===== src/rtl/lsu_pkg.sv =====
// Shared definitions for the load/store unit: funct3 encodings, FSM states,
// byte-enable constants and small decode helpers.
package lsu_pkg;

    // RISC-V load funct3 encodings
    localparam logic [2:0] F3_LB  = 3'b000;
    localparam logic [2:0] F3_LH  = 3'b001;
    localparam logic [2:0] F3_LW  = 3'b010;
    localparam logic [2:0] F3_LBU = 3'b100;
    localparam logic [2:0] F3_LHU = 3'b101;

    // RISC-V store funct3 encodings
    localparam logic [2:0] F3_SB  = 3'b000;
    localparam logic [2:0] F3_SH  = 3'b001;
    localparam logic [2:0] F3_SW  = 3'b010;

    // Byte-enable patterns
    localparam logic [3:0] BE_BYTE0   = 4'b0001;
    localparam logic [3:0] BE_HALF_LO = 4'b0011;
    localparam logic [3:0] BE_HALF_HI = 4'b1100;
    localparam logic [3:0] BE_WORD    = 4'b1111;

    typedef enum logic [1:0] {
        ST_IDLE   = 2'd0,
        ST_ACCESS = 2'd1,
        ST_RESP   = 2'd2
    } lsu_state_e;

    // A request is legal when funct3 names a real load/store and the address
    // is naturally aligned for the access size.
    function automatic logic lsu_is_legal(input logic       we,
                                          input logic [2:0] funct3,
                                          input logic [1:0] addr_lo);
        logic known;
        logic aligned;
        if (we) begin
            known = (funct3 == F3_SB) || (funct3 == F3_SH) || (funct3 == F3_SW);
        end else begin
            known = (funct3 == F3_LB) || (funct3 == F3_LH) || (funct3 == F3_LW) ||
                    (funct3 == F3_LBU) || (funct3 == F3_LHU);
        end
        case (funct3[1:0])
            2'b01:   aligned = (addr_lo[0] == 1'b0);
            2'b10:   aligned = (addr_lo == 2'b00);
            default: aligned = 1'b1;
        endcase
        return known && aligned;
    endfunction

    // Byte lanes touched by an access; identical for loads and stores.
    function automatic logic [3:0] lsu_byte_enable(input logic [2:0] funct3,
                                                   input logic [1:0] addr_lo);
        logic [3:0] be;
        case (funct3[1:0])
            2'b00:   be = BE_BYTE0 << addr_lo;
            2'b01:   be = addr_lo[1] ? BE_HALF_HI : BE_HALF_LO;
            default: be = BE_WORD;
        endcase
        return be;
    endfunction

endpackage


===== src/rtl/lsu_extend.sv =====
// Picks the addressed byte/halfword out of a memory word and sign- or
// zero-extends it according to the load funct3.
module lsu_extend
    import lsu_pkg::*;
(
    input  logic [31:0] din,
    input  logic [1:0]  addr,
    input  logic [2:0]  funct3,
    output logic [31:0] dout
);

    logic [7:0]  byte_lane;
    logic [15:0] half_lane;

    // Lane select followed by extension to a full word
    always_comb begin
        byte_lane = din[{addr, 3'b000} +: 8];
        half_lane = din[{addr[1], 4'b0000} +: 16];
        case (funct3)
            F3_LB:   dout = {{24{byte_lane[7]}}, byte_lane};
            F3_LH:   dout = {{16{half_lane[15]}}, half_lane};
            F3_LW:   dout = din;
            F3_LBU:  dout = {24'h000000, byte_lane};
            F3_LHU:  dout = {16'h0000, half_lane};
            default: dout = 32'h0000_0000;
        endcase
    end

endmodule


===== src/rtl/load_store_ctrl.sv =====
// Load/store controller: accepts one request at a time, checks alignment,
// drives a single-outstanding memory handshake with timeout, and returns
// extended load data with a one-cycle response pulse.
module load_store_ctrl
    import lsu_pkg::*;
#(
    parameter int WORD_LENGTH = 32,
    parameter int MAX_WAIT    = 15
) (
    input  logic                   clk,
    input  logic                   rst_n,
    input  logic                   req_valid,
    output logic                   req_ready,
    input  logic                   req_we,
    input  logic [2:0]             req_funct3,
    input  logic [WORD_LENGTH-1:0] req_addr,
    input  logic [WORD_LENGTH-1:0] req_wdata,
    output logic                   resp_valid,
    output logic [WORD_LENGTH-1:0] resp_rdata,
    output logic                   resp_err,
    output logic                   stall,
    output logic                   mem_req,
    output logic                   mem_we,
    output logic [WORD_LENGTH-1:0] mem_addr,
    output logic [3:0]             mem_be,
    output logic [WORD_LENGTH-1:0] mem_wdata,
    input  logic                   mem_ack,
    input  logic [WORD_LENGTH-1:0] mem_rdata
);

    localparam int CNT_W = $clog2(MAX_WAIT + 1);

    lsu_state_e             state_q, state_d;
    logic [CNT_W-1:0]       cnt_q, cnt_d;
    logic [CNT_W-1:0]       cnt_inc;
    logic                   we_q, we_d;
    logic [2:0]             funct3_q, funct3_d;
    logic [WORD_LENGTH-1:0] addr_q, addr_d;
    logic [WORD_LENGTH-1:0] wdata_q, wdata_d;
    logic [WORD_LENGTH-1:0] resp_rdata_q, resp_rdata_d;
    logic                   resp_err_q, resp_err_d;
    logic                   req_legal;
    logic                   timeout;
    logic [31:0]            ext_dout;

    assign req_legal = lsu_is_legal(req_we, req_funct3, req_addr[1:0]);
    assign cnt_inc   = cnt_q + CNT_W'(1);
    assign timeout   = (cnt_inc == CNT_W'(MAX_WAIT));

    lsu_extend u_extend (
        .din    (mem_rdata[31:0]),
        .addr   (addr_q[1:0]),
        .funct3 (funct3_q),
        .dout   (ext_dout)
    );

    // FSM state register
    always_ff @(posedge clk or negedge rst_n) begin
        if (!rst_n) begin
            state_q <= ST_IDLE;
        end else begin
            state_q <= state_d;
        end
    end

    // Next-state logic and wait counter update
    always_comb begin
        state_d = state_q;
        cnt_d   = cnt_q;
        case (state_q)
            ST_IDLE: begin
                if (req_valid) begin
                    state_d = req_legal ? ST_ACCESS : ST_RESP;
                    cnt_d   = '0;
                end
            end
            ST_ACCESS: begin
                if (mem_ack || timeout) begin
                    state_d = ST_RESP;
                end else begin
                    cnt_d = cnt_inc;
                end
            end
            ST_RESP: state_d = ST_IDLE;
            default: state_d = ST_IDLE;
        endcase
    end

    // Handshake and pipeline-hold outputs decoded from the current state
    always_comb begin
        req_ready  = (state_q == ST_IDLE);
        mem_req    = (state_q == ST_ACCESS);
        resp_valid = (state_q == ST_RESP);
        stall      = ((state_q == ST_IDLE) && req_valid) || (state_q == ST_ACCESS);
    end

    // Request latch and response data/error capture
    always_comb begin
        we_d         = we_q;
        funct3_d     = funct3_q;
        addr_d       = addr_q;
        wdata_d      = wdata_q;
        resp_rdata_d = resp_rdata_q;
        resp_err_d   = resp_err_q;
        if ((state_q == ST_IDLE) && req_valid) begin
            we_d     = req_we;
            funct3_d = req_funct3;
            addr_d   = req_addr;
            wdata_d  = req_wdata;
            if (!req_legal) begin
                resp_rdata_d = '0;
                resp_err_d   = 1'b1;
            end
        end else if (state_q == ST_ACCESS) begin
            if (mem_ack) begin
                resp_rdata_d = we_q ? '0 : WORD_LENGTH'(ext_dout);
                resp_err_d   = 1'b0;
            end else if (timeout) begin
                resp_rdata_d = '0;
                resp_err_d   = 1'b1;
            end
        end
    end

    // Datapath registers, all cleared by reset
    always_ff @(posedge clk or negedge rst_n) begin
        if (!rst_n) begin
            cnt_q        <= '0;
            we_q         <= 1'b0;
            funct3_q     <= 3'b000;
            addr_q       <= '0;
            wdata_q      <= '0;
            resp_rdata_q <= '0;
            resp_err_q   <= 1'b0;
        end else begin
            cnt_q        <= cnt_d;
            we_q         <= we_d;
            funct3_q     <= funct3_d;
            addr_q       <= addr_d;
            wdata_q      <= wdata_d;
            resp_rdata_q <= resp_rdata_d;
            resp_err_q   <= resp_err_d;
        end
    end

    // Memory-side request fields derived from the latched request
    always_comb begin
        mem_we   = we_q;
        mem_addr = {addr_q[WORD_LENGTH-1:2], 2'b00};
        mem_be   = lsu_byte_enable(funct3_q, addr_q[1:0]);
        case (funct3_q[1:0])
            2'b00:   mem_wdata = WORD_LENGTH'({4{wdata_q[7:0]}});
            2'b01:   mem_wdata = WORD_LENGTH'({2{wdata_q[15:0]}});
            default: mem_wdata = wdata_q;
        endcase
    end

    assign resp_rdata = resp_rdata_q;
    assign resp_err   = resp_err_q;

endmodule


===== config.mk =====
export PLATFORM = sky130hd
export DESIGN_NAME = load_store_ctrl
export DESIGN_NICKNAME = d
export VERILOG_FILES = /design/src/rtl/lsu_pkg.sv /design/src/rtl/lsu_extend.sv /design/src/rtl/load_store_ctrl.sv
export SDC_FILE = /design/constraint.sdc
export NUM_CORES = 1
export LEC_CHECK = 0
export ABC_CLOCK_PERIOD_IN_PS = 2320
export CORE_MARGIN = 4
export CORE_UTILIZATION = 45
export CTS_CLUSTER_DIAMETER = 200
export DETAILED_ROUTE_END_ITERATION = 12
export GPL_TIMING_DRIVEN = 0
export PLACE_DENSITY = 0.81
export SKIP_LAST_GASP = 1
export SYNTH_ARGS = -nofsm -noshare
export SYNTH_HDL_FRONTEND = slang
export SYNTH_SLANG_ARGS = --single-unit
export TNS_END_PERCENT = 100

===== constraint.sdc =====
create_clock -name clk -period 2.32 [get_ports clk]
set_input_delay 0.464 -clock clk [delete_from_list [all_inputs] [get_ports clk]]
set_output_delay 0.464 -clock clk [all_outputs]
set_load 0.1 [all_outputs]

==> impl_metrics.tcl, run 1 <==
set metrics [dict create \
    cp_max_fo 2 \
    initialDrtViolationCount 274 \
    wl_per_cell_um 18.6 \
    synthesis.area_um2 5580 \
    cts.htree.levels 3 \
    switching_share 0.536 \
    vias 4718 \
    grt-ovfl-total 0 \
    synth_cell_types 43 \
    cts_tree "yes" \
    drv_slew 0 \
    gp_congestion 0.860 \
    rows 40 \
    io_pins 210 \
    vias_per_cell 5.40 \
    clk_latency_ps 350 \
    tightestPinTransition_ps 996 \
    crit_type "reg -> out" \
    portBuffers 207 \
    grt_pass1_wl_um 25700 \
    worstPathCellList "clkdlybuf4s50_1" \
    cts_sinks 107 \
    arrival_ps 1820 \
    grt_pass1_vias 4979 \
    p_int_mw 4.76 \
    dieArea_um2 14300 \
    drive_above_1_share 0.203 \
    max_slew_margin 0.338 \
    yosys_register_bits 107 \
    power.density_nw_per_um2 1230 \
    outcome "finished clean" \
    ys_seq_area_frac 0.480 \
    reg2reg_depth 6 \
    grtUsageTotal 0.227 \
    finalNetCount 810 \
    synthCells 480 \
    skew_ps 9.55 \
    setup_violations 0 \
    leakagePower_nw 3.95 \
    die_x_um 119 \
    rsz0062_at_grt "yes" \
    wirelength_um 16300 \
    synth_enable_flop_cells 0 \
    area_growth_syn_to_layout_pct 49.3 \
    min_period_over_period 0.985 \
    endpoint_kind "output port" \
    yosysWarningCount 0 \
    start_util 0.463 \
    pwr-share-seq 0.242 \
    cts_made_buffers 9 \
    hpwl_um 12500 \
    pwr-share-clk 0.140 \
    setup_ws_ps 34.1 \
    slowest_delay_ps 1130 \
    grt_max_degree 60 \
    ant_nets 0 \
    syn_area_per_cell_um2 11.6 \
    num_antenna_cells 0 \
    finalCoreUtilization 0.691 \
    hold_viol 0 \
    core-area_um2 12100 \
    combinationalPowerShare 0.618 \
    drc_errors 0 \
    crit_cells 1 \
    fin_crit_ps 2290 \
    switchingPower_mw 5.51 \
    final_cell_area_um2 8340 \
    startpoint_type "flop" \
    synthFlopType "dfrtp_1" \
    cts_root_buf "clkbuf_16" \
    hp-class "in -> async" \
    ir_worst_vdd_v 0.00106 \
    crit_buf_inv 1 \
    placed_area_um2 8020 \
    place_ws_ps -1490 \
    grt_antenna_before_repair 0 \
    drtPass1Iterations 6 \
    cts_buffer_depth 2 \
    crit_family "buffers and inverters" \
    cp.required_ps 1860 \
    async_reset_ff_frac 1.00 \
    drv_cap 0 \
    die_h_um 119 \
    timing.hold.ws_ps 148 \
    clk_pin_slew_ps 70 \
    fmax_ghz 0.437 \
    cp_slowest_cell "clkdlybuf4s50_1" \
]
[cell type report]
type	instances	area, µm²
buffer	69	492
clock buffer	13	250
clock inverter	3	23.8
fill	946	3730
inverter	40	150
multi-input combinational	262	2470
sequential	107	2680
tap	168	210
timing repair buffer	212	2060
[per-layer routing]
layer | part of all wire | track usage | routed length (µm) | vias up
met5 | 0 | 0 | 0 | -
met4 | 0.025 | 0.0852 | 410 | 0
met2 | 0.50 | 0.385 | 8120 | 249
met3 | 0.10 | 0.0783 | 1650 | 33
met1 | 0.38 | 0.265 | 6110 | 2300
li1 | - | - | - | 2136
[final timing paths]
check                      slack [ps]              to           start
max reg2reg                       110  resp_rdata[30]        cnt_q[0]
max                                30  resp_rdata[19]  resp_rdata[19]
max in group asynchronous        1430     funct3_q[0]           rst_n
min reg2reg                       490      addr_q[11]      addr_q[11]
min                               150     wdata_q[21]           rst_n
min in group clk                  490      addr_q[11]      addr_q[11]
[metrics by stage]
step | TNS, ps | total power [mW] | instances
floorplan | -804 | 7.45 | 481
global placement | -411070 | 8.86 | 856
detailed placement | -65220 | 8.94 | 857
CTS | 0 | 10.3 | 871
global route | -136 | 10.7 | 874
finish | 0 | 10.3 | 874
[power groups by stage]
stage	clock network, mW	logic [mW]	registers [mW]
floorplan	0	4.78	2.67
global placement	0	6.37	2.49
detailed placement	0	6.43	2.51
CTS	1.48	6.31	2.49
global route	1.56	6.59	2.54
finish	1.44	6.35	2.49
[Yosys cell counts, types with 3 or more instances]
master      n  share of area
dfrtp_1   107           0.48
mux2_1     84           0.17
buf_4      41          0.055
inv_1      39          0.026
o32ai_1    33          0.052
clkbuf_1   18          0.012
a221oi_1   15          0.024
mux2i_1    15          0.027
nor2_1     13         0.0087
o21ai_1    11         0.0099
a21boi_2   10          0.020
nand2_1    10         0.0067
buf_1       9         0.0061
and3b_1     8          0.013
a21boi_1    7         0.0094
nor2b_1     7         0.0078
ha_1        5          0.011
nor3_1      5         0.0045
nand2b_1    4         0.0045
o21bai_1    4         0.0054
a21oi_1     3         0.0027
buf_2       3         0.0027
mux2_2      3         0.0061
[cells by family (layout without fill, tap and decap cells)]
kind of cell    Yosys count  in the layout  synth area share
compound gates           94             94             0.140
fa+ha+maj                 5              5            0.0112
buf+inv                 112            337             0.105
flops                   107            107             0.480
mux                     103            103             0.205
other cells               1              2          0.000672
simple gates             58             58            0.0585
[layout by cell type, fill, tap and decap left out, types with 11 or more instances in the layout]
master and count:
o32ai_1 31, mux2i_1 15, a221oi_1 15, buf_2 11, dlymetal6s2s_1 15, mux2_1 79
clkdlybuf4s50_1 104, nor2_1 11, dfrtp_1 106, inv_1 39, dlygate4sd2_1 57, buf_6 13
buf_4 59
[state kept, by name, summed over array words and instances (netlist names)]
name	cells
resp_err	1
state_q	2
cnt_q	4
resp_rdata	32
mem_we	1
wdata_q	32
funct3_q	3
addr_q	32
[what timing repair did]
action / 4_1_cts / 5_1_grt
hold endpoints to repair: 0 / 0
buffers inserted: 1 / 3
endpoints found under the setup margin: 117 / 66
hold buffers: 0 / 0
pin swaps: 2 / 2
gates resized for setup: 265 / 35
No activity file was read; power rests on OpenSTA's default activity.
==> inputs of run 2 (changes only) <==
SLEW_MARGIN = 20   (was unset)
==> run 2 against run 1 <==
Flip-flop and latch count unchanged. Die area unchanged. Highest routed layer unchanged. Hold slack got worse by 91 ps.
==> impl_metrics.tcl, run 2 (synthesis gave the netlist of run 1 again) <==
set metrics [dict create \
    cts_made_buffers 9 \
    fin_crit_ps 2300 \
    drv_slew 0 \
    grt_antenna_before_repair 0 \
    slowest_delay_ps 510 \
    fmax_ghz 0.435 \
    max_slew_margin 0.332 \
    cp_slowest_cell "clkdlybuf4s50_1" \
    gp_congestion 0.860 \
    dieArea_um2 14300 \
    tightestPinTransition_ps 1000 \
    cts_sinks 107 \
    finalNonFillerCells 880 \
    grt_pass1_vias 5089 \
    area_growth_syn_to_layout_pct 51.5 \
    holdBufCountCts 0 \
    skew_ps 8.73 \
    fillers 928 \
    setup_violations 0 \
    wl_per_cell_um 18.7 \
    pwr-share-seq 0.238 \
    rows 40 \
    hold_viol 0 \
    arrival_ps 2520 \
    p_int_mw 4.90 \
    cts_root_buf "clkbuf_16" \
    pwr-share-clk 0.138 \
    drc_errors 0 \
    start_util 0.463 \
    endpoint_kind "flop" \
    placed_area_um2 8020 \
    dp.cells 857 \
    grt_busiest_layer "met2" \
    initialDrtViolationCount 226 \
    ant_nets 0 \
    startpoint_type "primary input" \
    hpwl_um 12500 \
    setup_ws_ps 21.7 \
    final_common_cell "dfrtp_1" \
    die_h_um 119 \
    num_antenna_cells 0 \
    cts.htree.levels 3 \
    grt_util_met3 0.0821 \
    core-area_um2 12100 \
    finalNetCount 816 \
    leakagePower_nw 3.97 \
    final_cell_mix "dfrtp_1, clkdlybuf4s50_1, mux2_1" \
    die_x_um 119 \
    clk_latency_ps 350 \
    wirelength_um 16500 \
    min_period_over_period 0.991 \
    drv_cap 0 \
    io_pins 210 \
    crit_family "compound AO/OA/AOI/OAI gates" \
    final_cell_area_um2 8460 \
    cp_max_fo 10 \
    cp.required_ps 2540 \
    drtPass1Iterations 5 \
    switching_share 0.532 \
    ir_worst_vdd_v 0.00105 \
    switchingPower_mw 5.57 \
    vias 4706 \
    finalCoreUtilization 0.701 \
    vias_per_cell 5.35 \
    place_ws_ps -1510 \
    power.density_nw_per_um2 1240 \
    met1_usage 0.262 \
    grt_use_met2 0.386 \
    hp-class "in -> async" \
    portBuffers 207 \
    outcome "finished clean" \
    crit_type "in -> reg" \
    clk_pin_slew_ps 70 \
    combinationalPowerShare 0.624 \
    power_mw 10.5 \
    cts_buffer_depth 2 \
    grt_max_degree 60 \
    grtUsageTotal 0.228 \
    drive_above_1_share 0.215 \
    worstPathCellList "clkdlybuf4s50_1, inv_1, ha_1, a22o_1, o31a_1, buf_4, o32ai_1" \
    grt-ovfl-total 0 \
    cts_tree "yes" \
    crit_buf_inv 3 \
    rsz0062_at_grt "yes" \
    grt_pass1_wl_um 25900 \
]
[run 2: cell count changes in the layout (fill, tap and decap cells not counted), sizes merged]
cell          delta
clkbuf           -3
dlymetal6s2s     -2
buf              +9
dlygate4sd2      +2
[run 2: final timing paths]
path                                     from        endpoint  slack [ps]  cells after the start
worst min register to register     addr_q[11]      addr_q[11]         490                      1
max in group asynchronous               rst_n        cnt_q[0]        1610                      2
worst max register to register       cnt_q[0]  resp_rdata[30]         100                      6
worst max-delay path            req_funct3[0]  resp_rdata[30]          20                      7
worst min-delay path                    rst_n     wdata_q[21]          60                      1
min in group clk                   addr_q[11]      addr_q[11]         490                      1
[run 2: power groups by stage]
| stage | combinational, mW | sequential, mW | clock (mW) |
|---|---|---|---|
| 3_5_place_dp | 6.44 | 2.51 | 0 |
| 5_1_grt | 6.79 | 2.54 | 1.55 |
| 3_3_place_gp | 6.37 | 2.49 | 0 |
| 6_report | 6.53 | 2.49 | 1.44 |
| 2_1_floorplan | 4.78 | 2.67 | 0 |
| 4_1_cts | 6.37 | 2.49 | 1.47 |
[run 2: layout make-up]
class / instances / area (µm²) / share of cell area
multi-input combinational: 262 / 2490 / 0.294
timing repair buffer: 218 / 2170 / 0.257
inverter: 40 / 150 / 0.0178
clock buffer: 13 / 250 / 0.0296
clock inverter: 3 / 23.8 / 0.00281
sequential: 107 / 2680 / 0.317
tap: 168 / 210 / 0.0249
buffer: 69 / 482 / 0.0570
[run 2: what timing repair did]
action                                  in CTS  in global routing
pin swaps                                    2                  2
cloned                                       1                  0
resized for setup                          275                 48
endpoints found under the hold margin        0                  0
setup buffers                                1                  8
endpoints found under the setup margin     119                 70
[run 2: metrics by stage]
| stage | hold WS (ps) | TNS [ps] |
|---|---|---|
| floorplan | 168 | -804 |
| global placement | 463 | -411070 |
| detailed placement | 439 | -65780 |
| CTS | 60.1 | -1.05 |
| global route | 84.1 | -112 |
| finish | 57.4 | 0 |
[run 2: metal layers]
| metal | vias to the layer above | share of wire |
|---|---|---|
| met5 | - | 0 |
| met4 | 0 | 0.029 |
| li1 | 2145 | - |
| met3 | 35 | 0.092 |
| met1 | 2309 | 0.38 |
| met2 | 217 | 0.50 |
==> inputs of run 3 (changes only) <==
GPL_ROUTABILITY_DRIVEN = 0   (was unset)
==> results of run 3 <==
Same layout as run 2: the final DEF is identical, and so are final timing and power.
